### src/rtl/sqrt_arbiter_if.sv
// Requester-side bundle for sqrt_arbiter: operand handshake in, tagged results out.
// An operand moves on a cycle where req_valid[i] && req_ready[i]; req_ready may depend on req_valid.
// resp_valid is a one-cycle strobe with no backpressure.
interface sqrt_arbiter_if #(
  parameter int NREQ = 4
);
  logic [NREQ-1:0]    req_valid;
  logic [16*NREQ-1:0] req_data;
  logic [NREQ-1:0]    req_ready;
  logic [NREQ-1:0]    resp_valid;
  logic [15:0]        resp_data;

  modport master (
    output req_valid, req_data,
    input  req_ready, resp_valid, resp_data
  );

  modport slave (
    input  req_valid, req_data,
    output req_ready, resp_valid, resp_data
  );
endinterface

### src/rtl/sqrt_arbiter.sv
// Round-robin sharing of one pipelined sqrt core among NREQ requesters.
// Issued requester IDs ride an in-order tag FIFO so each result returns to its issuer.
module sqrt_arbiter #(
  parameter int NREQ         = 4,
  parameter int CORE_LAT     = 16,
  parameter int MAX_INFLIGHT = 32
) (
  input  logic         clk,
  input  logic         rst,
  sqrt_arbiter_if.slave req_if,
  output logic [15:0]  sqrt_din,
  output logic         sqrt_vin,
  input  logic [15:0]  sqrt_dout,
  input  logic         sqrt_vout,
  output logic         busy,
  output logic         err
);

  localparam int TAG_W = $clog2(NREQ);
  localparam int PTR_W = $clog2(MAX_INFLIGHT);
  localparam int CNT_W = $clog2(MAX_INFLIGHT + 1);
  localparam int DRN_W = $clog2(CORE_LAT + 2);

  logic [TAG_W-1:0] rr_q, rr_d;
  logic [CNT_W-1:0] inflight_q, inflight_d;
  logic [PTR_W-1:0] wr_ptr_q, wr_ptr_d;
  logic [PTR_W-1:0] rd_ptr_q, rd_ptr_d;
  logic [TAG_W-1:0] tag_mem_q [MAX_INFLIGHT];
  logic [TAG_W-1:0] tag_mem_d [MAX_INFLIGHT];
  logic [DRN_W-1:0] drain_q, drain_d;
  logic [15:0]      din_q, din_d;
  logic             vin_q, vin_d;
  logic [NREQ-1:0]  resp_valid_q, resp_valid_d;
  logic [15:0]      resp_data_q, resp_data_d;
  logic             err_q, err_d;

  logic [15:0]      op [NREQ];
  logic [TAG_W-1:0] idx;
  logic [TAG_W-1:0] cand;
  logic             found;
  logic             drain_active;
  logic             grant_ok;
  logic             pop;
  logic             orphan;

  always_comb begin
    for (int i = 0; i < NREQ; i++) begin
      op[i] = req_if.req_data[16*i +: 16];
    end
  end

  // Search starts one past the last winner so every active requester gets a turn.
  always_comb begin
    cand  = '0;
    found = 1'b0;
    idx   = '0;
    for (int i = 1; i <= NREQ; i++) begin
      idx = TAG_W'((int'(rr_q) + i) % NREQ);
      if (!found && req_if.req_valid[idx]) begin
        found = 1'b1;
        cand  = idx;
      end
    end
  end

  assign drain_active = (drain_q != '0);
  // The gate sees the pre-update count, so a pop in the same cycle cannot open an extra slot.
  assign grant_ok     = found && !drain_active && (inflight_q < CNT_W'(MAX_INFLIGHT));
  assign pop          = sqrt_vout && !drain_active && (inflight_q != '0);
  assign orphan       = sqrt_vout && !drain_active && (inflight_q == '0);

  always_comb begin
    rr_d         = rr_q;
    inflight_d   = inflight_q;
    wr_ptr_d     = wr_ptr_q;
    rd_ptr_d     = rd_ptr_q;
    tag_mem_d    = tag_mem_q;
    drain_d      = drain_q;
    din_d        = din_q;
    vin_d        = 1'b0;
    resp_valid_d = '0;
    resp_data_d  = resp_data_q;
    err_d        = err_q;

    if (grant_ok) begin
      din_d               = op[cand];
      vin_d               = 1'b1;
      tag_mem_d[wr_ptr_q] = cand;
      wr_ptr_d            = wr_ptr_q + PTR_W'(1);
      rr_d                = cand;
    end

    if (pop) begin
      resp_valid_d = NREQ'(1) << tag_mem_q[rd_ptr_q];
      resp_data_d  = sqrt_dout;
      rd_ptr_d     = rd_ptr_q + PTR_W'(1);
    end

    case ({grant_ok, pop})
      2'b10:   inflight_d = inflight_q + CNT_W'(1);
      2'b01:   inflight_d = inflight_q - CNT_W'(1);
      default: inflight_d = inflight_q;
    endcase

    if (orphan) begin
      err_d = 1'b1;
    end

    if (drain_active) begin
      drain_d = drain_q - DRN_W'(1);
    end
  end

  // The core has no reset: results from before rst may still emerge, so they are
  // swallowed for CORE_LAT+1 cycles after reset instead of being flagged.
  always_ff @(posedge clk) begin
    if (rst) begin
      rr_q         <= TAG_W'(NREQ - 1);
      inflight_q   <= '0;
      wr_ptr_q     <= '0;
      rd_ptr_q     <= '0;
      drain_q      <= DRN_W'(CORE_LAT + 1);
      din_q        <= '0;
      vin_q        <= 1'b0;
      resp_valid_q <= '0;
      resp_data_q  <= '0;
      err_q        <= 1'b0;
    end else begin
      rr_q         <= rr_d;
      inflight_q   <= inflight_d;
      wr_ptr_q     <= wr_ptr_d;
      rd_ptr_q     <= rd_ptr_d;
      drain_q      <= drain_d;
      din_q        <= din_d;
      vin_q        <= vin_d;
      resp_valid_q <= resp_valid_d;
      resp_data_q  <= resp_data_d;
      err_q        <= err_d;
    end
  end

  always_ff @(posedge clk) begin
    tag_mem_q <= tag_mem_d;
  end

  assign req_if.req_ready  = grant_ok ? (NREQ'(1) << cand) : '0;
  assign req_if.resp_valid = resp_valid_q;
  assign req_if.resp_data  = resp_data_q;
  assign sqrt_din          = din_q;
  assign sqrt_vin          = vin_q;
  assign busy              = (inflight_q != '0) || drain_active;
  assign err               = err_q;

endmodule
### src/flat_wrapper.sv
// flat-port wrapper written by rule: the top's interface ports become plain ports
module sqrt_arbiter_flat 
#(
  parameter int NREQ         = 4,
  parameter int CORE_LAT     = 16,
  parameter int MAX_INFLIGHT = 32
)
  (clk, rst, sqrt_din, sqrt_vin, sqrt_dout, sqrt_vout, busy, err, req_if_req_valid, req_if_req_data, req_if_req_ready, req_if_resp_valid, req_if_resp_data);
  sqrt_arbiter_if #(.NREQ(NREQ)) req_if_i ();
  input  logic clk;
  input  logic rst;
  output logic [15:0] sqrt_din;
  output logic sqrt_vin;
  input  logic [15:0] sqrt_dout;
  input  logic sqrt_vout;
  output logic busy;
  output logic err;
  input wire logic [$bits(req_if_i.req_valid)-1:0] req_if_req_valid;
  input wire logic [$bits(req_if_i.req_data)-1:0] req_if_req_data;
  output wire logic [$bits(req_if_i.req_ready)-1:0] req_if_req_ready;
  output wire logic [$bits(req_if_i.resp_valid)-1:0] req_if_resp_valid;
  output wire logic [$bits(req_if_i.resp_data)-1:0] req_if_resp_data;
  assign req_if_i.req_valid = req_if_req_valid;
  assign req_if_i.req_data = req_if_req_data;
  assign req_if_req_ready = req_if_i.req_ready;
  assign req_if_resp_valid = req_if_i.resp_valid;
  assign req_if_resp_data = req_if_i.resp_data;
  sqrt_arbiter #(.NREQ(NREQ), .CORE_LAT(CORE_LAT), .MAX_INFLIGHT(MAX_INFLIGHT)) u_core (.clk(clk), .rst(rst), .req_if(req_if_i), .sqrt_din(sqrt_din), .sqrt_vin(sqrt_vin), .sqrt_dout(sqrt_dout), .sqrt_vout(sqrt_vout), .busy(busy), .err(err));
endmodule
### config.mk
export PLATFORM = sky130hd
export DESIGN_NAME = sqrt_arbiter_flat
export DESIGN_NICKNAME = d
export VERILOG_FILES = /design/src/rtl/sqrt_arbiter_if.sv /design/src/rtl/sqrt_arbiter.sv /design/src/flat_wrapper.sv
export SDC_FILE = /design/constraint.sdc
export NUM_CORES = 1
export LEC_CHECK = 0
export BUFFER_PORTS_ARGS = -buffer_cell sky130_fd_sc_hd__buf_4
export CAP_MARGIN = 30
export CORE_ASPECT_RATIO = 0.75
export CORE_MARGIN = 2
export CORE_UTILIZATION = 52
export CTS_BUF_LIST = sky130_fd_sc_hd__clkbuf_16
export CTS_CLUSTER_DIAMETER = 50
export DETAILED_ROUTE_END_ITERATION = 8
export HOLD_SLACK_MARGIN = 0.03
export PLACE_DENSITY = 0.88
export SYNTH_ARGS = -nofsm -noshare
export SYNTH_HDL_FRONTEND = slang
export SYNTH_SLANG_ARGS = --single-unit
export TNS_END_PERCENT = 30
### constraint.sdc
create_clock -name clk -period 4.02 [get_ports clk]
set_input_delay 0.603 -clock clk [delete_from_list [all_inputs] [get_ports clk]]
set_output_delay 0.603 -clock clk [all_outputs]
set_load 0.02 [all_outputs]
### Yosys cells after proc, flatten, opt, wreduce, memory -nomap -nowiden

Cells that the tools add are included.

* shift-type cells: 2
* bitwise operators: 4
* reduce and logical (&&, ||, !) cells: 19
* multiplexer cells: 28
* equal/unequal tests: 2
* order comparisons: 9
* add/subtract/negate cells: 9

Operators with widths (count)
* bitwise mux 64 bit: 1
* binary-select mux 16 bit (select 2 bit): 1
* 2-to-1 mux 16 bit: 2
* 2-to-1 mux 2 bit: 7
* greater-or-equal comparator 6 bit (second input constant): 2
* < comparator 2 x 3 -> 1 bit (second input constant): 4
* NOT 5 -> 6 bit: 2
* one-hot mux 6 bit (2 select lines): 1
* adder 5 x 1 -> 5 bit (second input constant): 2
* binary-select mux 2 bit (select 5 bit): 1
* demux 2 bit (select 5 bit): 1
* logical AND 1 bit: 9
* 2-to-1 mux 1 bit: 9
* binary-select mux 1 bit (select 2 bit): 4
* << shifter 1 x 2 -> 4 bit (first input constant): 2
* adder 6 x 1 -> 6 bit (second input constant): 1
* logical NOT 6 bit: 1
* < comparator 6 x 1 -> 1 bit (second input constant): 1
* < comparator 6 bit (second input constant): 1
* nonzero test 6 bit: 1
* subtractor 6 x 1 -> 6 bit (second input constant): 1
* nonzero test 5 bit: 1
* subtractor 5 x 1 -> 5 bit (second input constant): 1
* adder 2 x 1 -> 2 bit (second input constant): 2
* 11 further kinds: 15

* output and inout bits: 43
* bits in registers: 125
* word-level logic and storage cells: 115

### Longest topological paths before layout

Gate-level depths: netlist of the first run.

* depth after elaboration: 17
* gate-level depth with buffers: 16

### Worst setup path after synthesis of the first run

OpenSTA, ideal clock, no wires.

* path kind: register to register
* start: reg u_core.drain_q[0]
* end: reg u_core.inflight_q[4]
* arrival: 3449 ps
* data required time: 3950 ps
* clock period less this slack: 3519 ps
* setup time: 70 ps
* path buffers: 3
* stages on the path, launching flop included: 17
* setup slack: 501 ps
* cells stage by stage: dfxtp_1 -> inv_1 -> ha_1 -> or4b_4 -> or3_1 -> buf_6 -> clkinv_4 -> buf_4 -> ha_1 -> clkbuf_1 -> xor2_1 -> ha_1 -> a21o_1 -> a22oi_1 -> o221a_2 -> or3_1 -> a21oi_1

* longest elaborated chain between the ends: 6
* elaborated cells on any way between the ends: 10

RTL lines
* from (decl): line sqrt_arbiter.sv:30 `logic [DRN_W-1:0] drain_q, drain_d;`
* from (signal assigned): line sqrt_arbiter.sv:122 `drain_q <= DRN_W'(CORE_LAT + 1);`
* from (signal assigned): line sqrt_arbiter.sv:133 `drain_q <= drain_d;`
* nonzero test 5 bit (*): line sqrt_arbiter.sv:66 `assign drain_active = (drain_q != '0);`
* logical NOT 1 bit (*): line sqrt_arbiter.sv:68, sqrt_arbiter.sv:69
* logical AND 1 bit, on equally long branches (2 in a row): line sqrt_arbiter.sv:69, sqrt_arbiter.sv:68
* == test 2 x 1 -> 1 bit / == test 2 bit (equally long branches): line sqrt_arbiter.sv:99 `case ({grant_ok, pop})`
* one-hot mux 6 bit (2 select lines) / nonzero test 2 bit (equally long branches)
* to (signal assigned): line sqrt_arbiter.sv:130 `inflight_q <= inflight_d;`
* to (decl): line sqrt_arbiter.sv:25 `logic [CNT_W-1:0] inflight_q, inflight_d;`

Every way passes the cells marked *; elsewhere a longest branch is shown, timed or not.
A chain may end at the register's enable or synchronous reset.

### Worst setup path in the final report of the first run

Same ends and word-level chain as after synthesis.

==> results of run 1 <==
[worst max path at each step]
stage,to,cells past startpoint,start
final,u_core.inflight_q[4],13,u_core.drain_q[0]
after CTS,u_core.inflight_q[4],13,u_core.drain_q[0]
after global placement,u_core.inflight_q[4],13,u_core.drain_q[0]
after global routing,u_core.inflight_q[4],13,u_core.drain_q[0]
after floorplan,u_core.inflight_q[4],16,u_core.drain_q[0]
after detailed placement,u_core.inflight_q[4],13,u_core.drain_q[0]
[per-stage QoR]
stage | power, W | util, % | cell area [sq um] | setup WS (ns) | hold slack, ns
finish | 0.00290 | 66.9 | 7240 | 0.307 | 0.443
global route | 0.00298 | 66.9 | 7240 | 0.120 | 0.441
CTS | 0.00290 | 66.9 | 7240 | 0.326 | 0.438
detailed placement | 0.00167 | 62.5 | 6760 | 0.406 | 0.448
global placement | 0.00166 | 62.5 | 6760 | 0.562 | 0.444
floorplan | 0.00154 | - | 5720 | 0.501 | 0.470
[cell families (layout without fill, tap and decap cells)]
logic type	count (synthesis)	after routing	share of synthesized area, %
multiplexers	29	29	6.87
flip-flops	125	125	55.0
AND/OR/NAND/NOR	206	206	17.0
AO/OA/AOI/OAI	96	96	12.7
adder cells (fa/ha/maj)	10	10	2.19
XOR/XNOR	15	15	2.30
buffers and inverters	47	183	3.92
[layer usage]
| layer | wire length (um) | GRT usage (%) | up-vias | part of all wire [%] |
|---|---|---|---|---|
| li1 | - | - | 2182 | - |
| met1 | 5950 | 29.8 | 2254 | 42 |
| met2 | 6880 | 40.2 | 194 | 49 |
| met3 | 1020 | 7.37 | 18 | 7.3 |
| met4 | 216 | 8.70 | 0 | 1.5 |
| met5 | 0 | 0 | - | 0 |
[sequential cells by signal (all words and copies together) (netlist names)]
| name | flops |
|---|---|
| u_core.req_if.resp_valid | 4 |
| u_core.req_if.resp_data | 16 |
| u_core.rr_q | 2 |
| u_core.drain_q | 5 |
| u_core.tag_mem_q | 64 |
| u_core.rd_ptr_q | 5 |
| u_core.wr_ptr_q | 5 |
| u_core.inflight_q | 6 |
| u_core.sqrt_din | 16 |
| u_core.sqrt_vin | 1 |
| u_core.err | 1 |
[power by group through the flow]
stage               logic (W)  clock network (W)  registers (W)
finish               0.000253            0.00125        0.00140
CTS                  0.000252            0.00125        0.00140
detailed placement   0.000250                  0        0.00142
global route         0.000274            0.00131        0.00140
floorplan            0.000114                  0        0.00143
global placement     0.000239                  0        0.00142
[placed cells by master, fill, tap and decap left out, types with 3 or more instances in the layout]
cell       instances
nand4_1            5
a21oi_1           29
nand3b_1           4
o21ai_0            5
a22oi_1            4
xnor2_1            5
nand2b_1           4
inv_1             20
xor2_1            10
clkbuf_16         17
dfxtp_1           61
nor3_1            24
mux2i_1           19
a2111oi_0         16
ha_1              10
clkinv_1           5
or3_1              4
edfxtp_1          64
nor4_1             3
a211o_1            3
buf_4            137
and2_1            19
mux4_2             8
nand2_1           54
a211oi_1           5
nand3_1            3
nor2_1            71
nor2b_1            6
o221ai_1          17
[critical path, cell delays in order (launching register included)]
cell	delay (ns)
dfxtp_1	0.32
inv_1	0.10
ha_1	0.19
or4b_4	0.52
or3_1	0.43
clkinv_4	0.19
ha_1	0.46
xor2_1	0.21
ha_1	0.24
a21o_1	0.13
a22oi_1	0.08
o221a_2	0.30
or3_1	0.32
a21oi_1	0.15
[final cells by class]
type                    instances  area share, %
clock buffers                  17           5.87
clock inverters                15          0.795
inverters                      14          0.795
multi-input cells             356           32.5
flip-flops and latches        125           43.4
well taps                     140           2.42
repair buffers                137           14.2
==> impl_results.md, run 1 <==
- Power share of the combinational group: 8.7%
- H-Tree Depth: 4
- Area contributors post-synth: edfxtp_1 34%, dfxtp_1 21%, nor2_1 4.7%
- CP Capture Type: flop
- Clock insertion delay at the later pin of the skew report: 0.41 ns
- WP data arrival: 4.05 ns
- Synthesized instance count: 528
- Post-Route Skew: 0.00661 ns
- RSZ-0062 raised after global routing: false
- Core area: 0.0108 sq mm
- Area fraction of the dominant cell type after synthesis: 33.6%
- Main synth FF type: edfxtp_1
- Initial Utilization: 52.8%
- Switching part of the total: 22.6%
- CTS tree: yes
- Setup TNS: 0 ns
- ANT cells: 0
- R2R Path Start: u_core.drain_q[0]
- # fillers: 781
- First-pass GRT wire length: 22300 um
- Count leader, synth: nor2_1
- Max VDD drop: 0.310 mV
- Hold Fails Final Rpt: 0
- Clock power frac: 43.1%
- Gpl congestion: 0.842
- WL final: 14100 um
- Post_cts resized: 0
- Die width: 125 um
- Port Buffers: 129
- Cell variety after synth: 59
- Reg-to-reg endpoint: u_core.inflight_q[4]
- Internal: 0.00224 W
- #FFs+latches synth: 125
- Final period util: 92.4%
- Die area: 0.0119 sq mm
- DR DRC count: 0
- Switching Power: 0.000654 W
- Share of layout cells above drive strength 1: 27.0%
- R2R Setup Slk: 0.31 ns
- Hold Crit Depth: 3
- Number of synthesized flops with an enable pin: 64
- CTS Hold Buffers Added: 0
- Num CTS Buffers: 17
- Post-Syn Area: 0.00572 sq mm
- Antenna violations before repair: 0
- Sequential element share of the synthesized area: 55.0%
- Synth area leader: edfxtp_1
- CP Data Required Time: 4.35 ns
- Syn_nets: 625
- Max Slew Vio Count: 0
- Syn Area/Cell: 10.8 sq um
- HP Start: sqrt_dout[11]
- Asr flop ratio synth: 0%
- Register area: 0.00314 sq mm
- Root Driver: clkbuf_16
- Clk pin slew, worst setup/hold paths: 0.05 ns
- # rows: 33
- Worst min path class: in -> reg
- Wire per inst: 17.5 um
- Antenna-violating nets left: 0
- R2R cell count: 13
- Static Leakage: 2.75 nW
- Setup bufs post-CTS: 0
- Worst-path fanout max: 24
- Initial DRC Count: 460
- Crit path kind: reg -> reg
- Pin count of the biggest net entering global routing: 52
- Vias: 4648
- Clock Sinks: 125
- Synth warnings: 0
- Non-Filler Instances: 804
- Final Critical Period: 3.71 ns
- Via density: 5.78
- Grt ovf: 0
- Final Setup Violations: 0
- P per Cell Area: 400 mW/mm^2
- Placed insts: 772
- Measured slew at the worst slew-check pin: 0.935 ns
- Synth-to-layout area growth: 26.7%
- Hold path endpoint: u_core.req_if.resp_data[11]
- TritonRoute pass-1 iters: 5
- HPWL after DPL: 9500 um
- Max Clk Rate: 0.269 GHz
- Most instantiated cells after synthesis: 71 x nor2_1, 64 x edfxtp_1, 61 x dfxtp_1
- Vias in the first global route: 4482
- Max_slew headroom: 37.6%
- Crit start category: flop
- NumNets Final: 748
- Maxcap violations: 0
- Die Ht: 94.8 um
- Outcome: finished, final reports clean
- Footprint of the multi-input gates: 0.00235 sq mm
- Sequential share of power: 48.2%
- Longest Clk Path Bufs: 2
- IO Count: 130
- GRT Total Usage: 24.0%
Note: power is estimated with default switching activity, not from simulation.
==> run 2: changes to the inputs <==
--- a/config.mk
+++ b/config.mk
@@ -9,12 +9,12 @@
 export CAP_MARGIN = 30
 export CORE_ASPECT_RATIO = 0.75
 export CORE_MARGIN = 2
-export CORE_UTILIZATION = 52
+export CORE_UTILIZATION = 50
 export CTS_BUF_LIST = sky130_fd_sc_hd__clkbuf_16
 export CTS_CLUSTER_DIAMETER = 50
 export DETAILED_ROUTE_END_ITERATION = 8
 export HOLD_SLACK_MARGIN = 0.03
-export PLACE_DENSITY = 0.88
+export PLACE_DENSITY = 0.86
 export SYNTH_ARGS = -nofsm -noshare
 export SYNTH_HDL_FRONTEND = slang
 export SYNTH_SLANG_ARGS = --single-unit
==> run 2 against run 1 <==
  * Setup slack better by 0.022 ns
  * Wire length is 1.5% higher
  * Flip-flop and latch count unchanged
  * Clock power grew 27%
  * Clock skew up 0.00075 ns
  * Total power up 12%
  * Sequential share of layout area shrank 0.82 points
  * Global-route usage is 0.061 points lower
  * Maximum frequency up 0.60%
  * Cell area grew 1.9%
  * Count of clock-buffer cells in the layout stayed put
  * Non-clock buffer count did not move
  * Critical path type unchanged
  * Largest cell class unchanged
  * Largest power group is now clock
==> impl_results.md, run 2 (synthesized netlist as in run 1, its figures left out) <==
- Outcome: finished, final reports clean
- Worst-path fanout max: 24
- Clk pin slew, worst setup/hold paths: 0.06 ns
- Final Critical Period: 3.69 ns
- Antenna violations before repair: 0
- Most frequent cells in the layout: 137 x buf_4, 71 x nor2_1, 64 x edfxtp_1
- Max VDD drop: 0.273 mV
- Max_slew headroom: 36.4%
- Num CTS Buffers: 17
- CP most frequent cell: ha_1
- First-pass GRT wire length: 22500 um
- Die width: 127 um
- Core Util, Final: 67.0%
- Port Buffers: 129
- HPWL after DPL: 9650 um
- Max reg flops: 64
- Die Ht: 96.6 um
- Crit path buffers/inverters: 2
- Post-route design area: 0.00738 sq mm
- WP data arrival: 4.04 ns
- Die area: 0.0123 sq mm
- CP peak stage delay: 0.52 ns
- Max Slew Vio Count: 0
- Crit path kind: reg -> reg
- CTS tree: yes
- Setup TNS: 0 ns
- RSZ-0062 raised after global routing: false
- Largest Register: u_core.tag_mem_q
- H-Tree Depth: 4
- Cell family with most CP delay: simple AND/OR/NAND/NOR gates
- Hold Fails Final Rpt: 0
- # fillers: 774
- Slowest stage cell, crit path: or4b_4
- Power after layout: 0.00324 W
- Crit start category: flop
- Wire per inst: 17.7 um
- Pin count of the biggest net entering global routing: 45
- Share of layout cells above drive strength 1: 28.9%
- CP Capture Type: flop
- CTS Hold Buffers Added: 0
- Initial Utilization: 51.8%
- # rows: 33
- P per Cell Area: 439 mW/mm^2
- Final Setup Violations: 0
- Post-Route Skew: 0.00737 ns
- Measured slew at the worst slew-check pin: 0.952 ns
- GRT Total Usage: 23.9%
- Worst min path class: in -> reg
- Root Driver: clkbuf_16
- TritonRoute pass-1 iters: 5
- CP Data Required Time: 4.36 ns
- WL final: 14300 um
- DP Area: 0.00676 sq mm
- Clock Sinks: 125
- Longest Clk Path Bufs: 2
- Grt ovf: 0
- Clock insertion delay at the later pin of the skew report: 0.42 ns
- ANT cells: 0
- Maxcap violations: 0
- Max Clk Rate: 0.271 GHz
- Final period util: 91.8%
- Core area: 0.0110 sq mm
- Via density: 5.75
- Cell chain of the critical path: inv_1 -> ha_1 -> or4b_4 -> or3_1 -> clkinv_4 -> ha_1 -> xor2_1 -> ha_1 -> a21o_1 -> a22oi_1 -> o221a_2 -> or3_1 -> a21oi_1
- Antenna-violating nets left: 0
- Vias in the first global route: 4661
- Vias: 4619
- Static Leakage: 2.78 nW
- IO Count: 130
- Setup bufs post-CTS: 0
- Gpl congestion: 0.836
- Most common cell after layout, fill and taps aside: buf_4
- DR DRC count: 0
- Synth-to-layout area growth: 29.2%
- Worst Hold Slack: 0.434 ns
- Initial DRC Count: 432
- Post_cts resized: 0
- NumNets Final: 748
-- run 2: cell count changes in the layout (fill, tap and decap cells not counted) --
cell        delta
inv_1          -9
clkinv_4       +4
bufinv_16      +4
clkinv_1       -4
clkinv_2       +3
inv_2          -1
clkinvlp_4     +3
-- run 2: metrics by stage --
stage,worst slack [ns],cells
finish,0.329,804
global placement,0.580,772
CTS,0.360,804
detailed placement,0.426,772
floorplan,0.501,528
global route,0.0868,804
-- run 2: power by group --
part	internal (W)	switching (W)	leakage [nW]	total [W]
clock	0.00103	0.000559	0.299	0.00159
combinational	0.000116	0.000135	1.40	0.000251
sequential	0.00137	0.0000201	1.08	0.00139
total	0.00252	0.000713	2.78	0.00324
-- run 2: path summary, 6_finish.rpt --
path / slack, ns / start / endpoint / depth (start not counted)
min: 0.43 / sqrt_dout[4] / u_core.req_if.resp_data[4] / 3
min reg2reg: 0.46 / u_core.req_if.resp_data[4] / u_core.req_if.resp_data[4] / 2
max reg2reg: 0.33 / u_core.drain_q[0] / u_core.inflight_q[4] / 13
max: 0.33 / u_core.drain_q[0] / u_core.inflight_q[4] / 13
-- run 2: worst register-to-register path, delay by kind of cell (launching register included) --
family,cells,cell delay (ns)
flip-flops,1,0.32
buffers and inverters,2,0.29
adder cells (fa/ha/maj),3,0.86
AND/OR/NAND/NOR,3,1.28
XOR/XNOR,1,0.19
AO/OA/AOI/OAI,4,0.68
-- run 2: routing by layer --
layer  up-vias  wire length (um)  global-route usage, %
met3        19              1020                   6.55
met4         0               200                   8.52
met2       208              7130                   41.0
met1      2210              5920                   29.6
met5         -                 0                      0
li1       2182                 -                      -
-- run 2: area by class of cell --
type / instances / area, sq um / share of cell area, %
Multi-Input combinational cell: 356 / 2350 / 31.9
Inverter: 14 / 57.6 / 0.780
Tap cell: 140 / 175 / 2.37
Timing Repair Buffer: 137 / 1030 / 13.9
Sequential cell: 125 / 3140 / 42.6
Clock inverter: 15 / 198 / 2.68
Clock buffer: 17 / 425 / 5.76
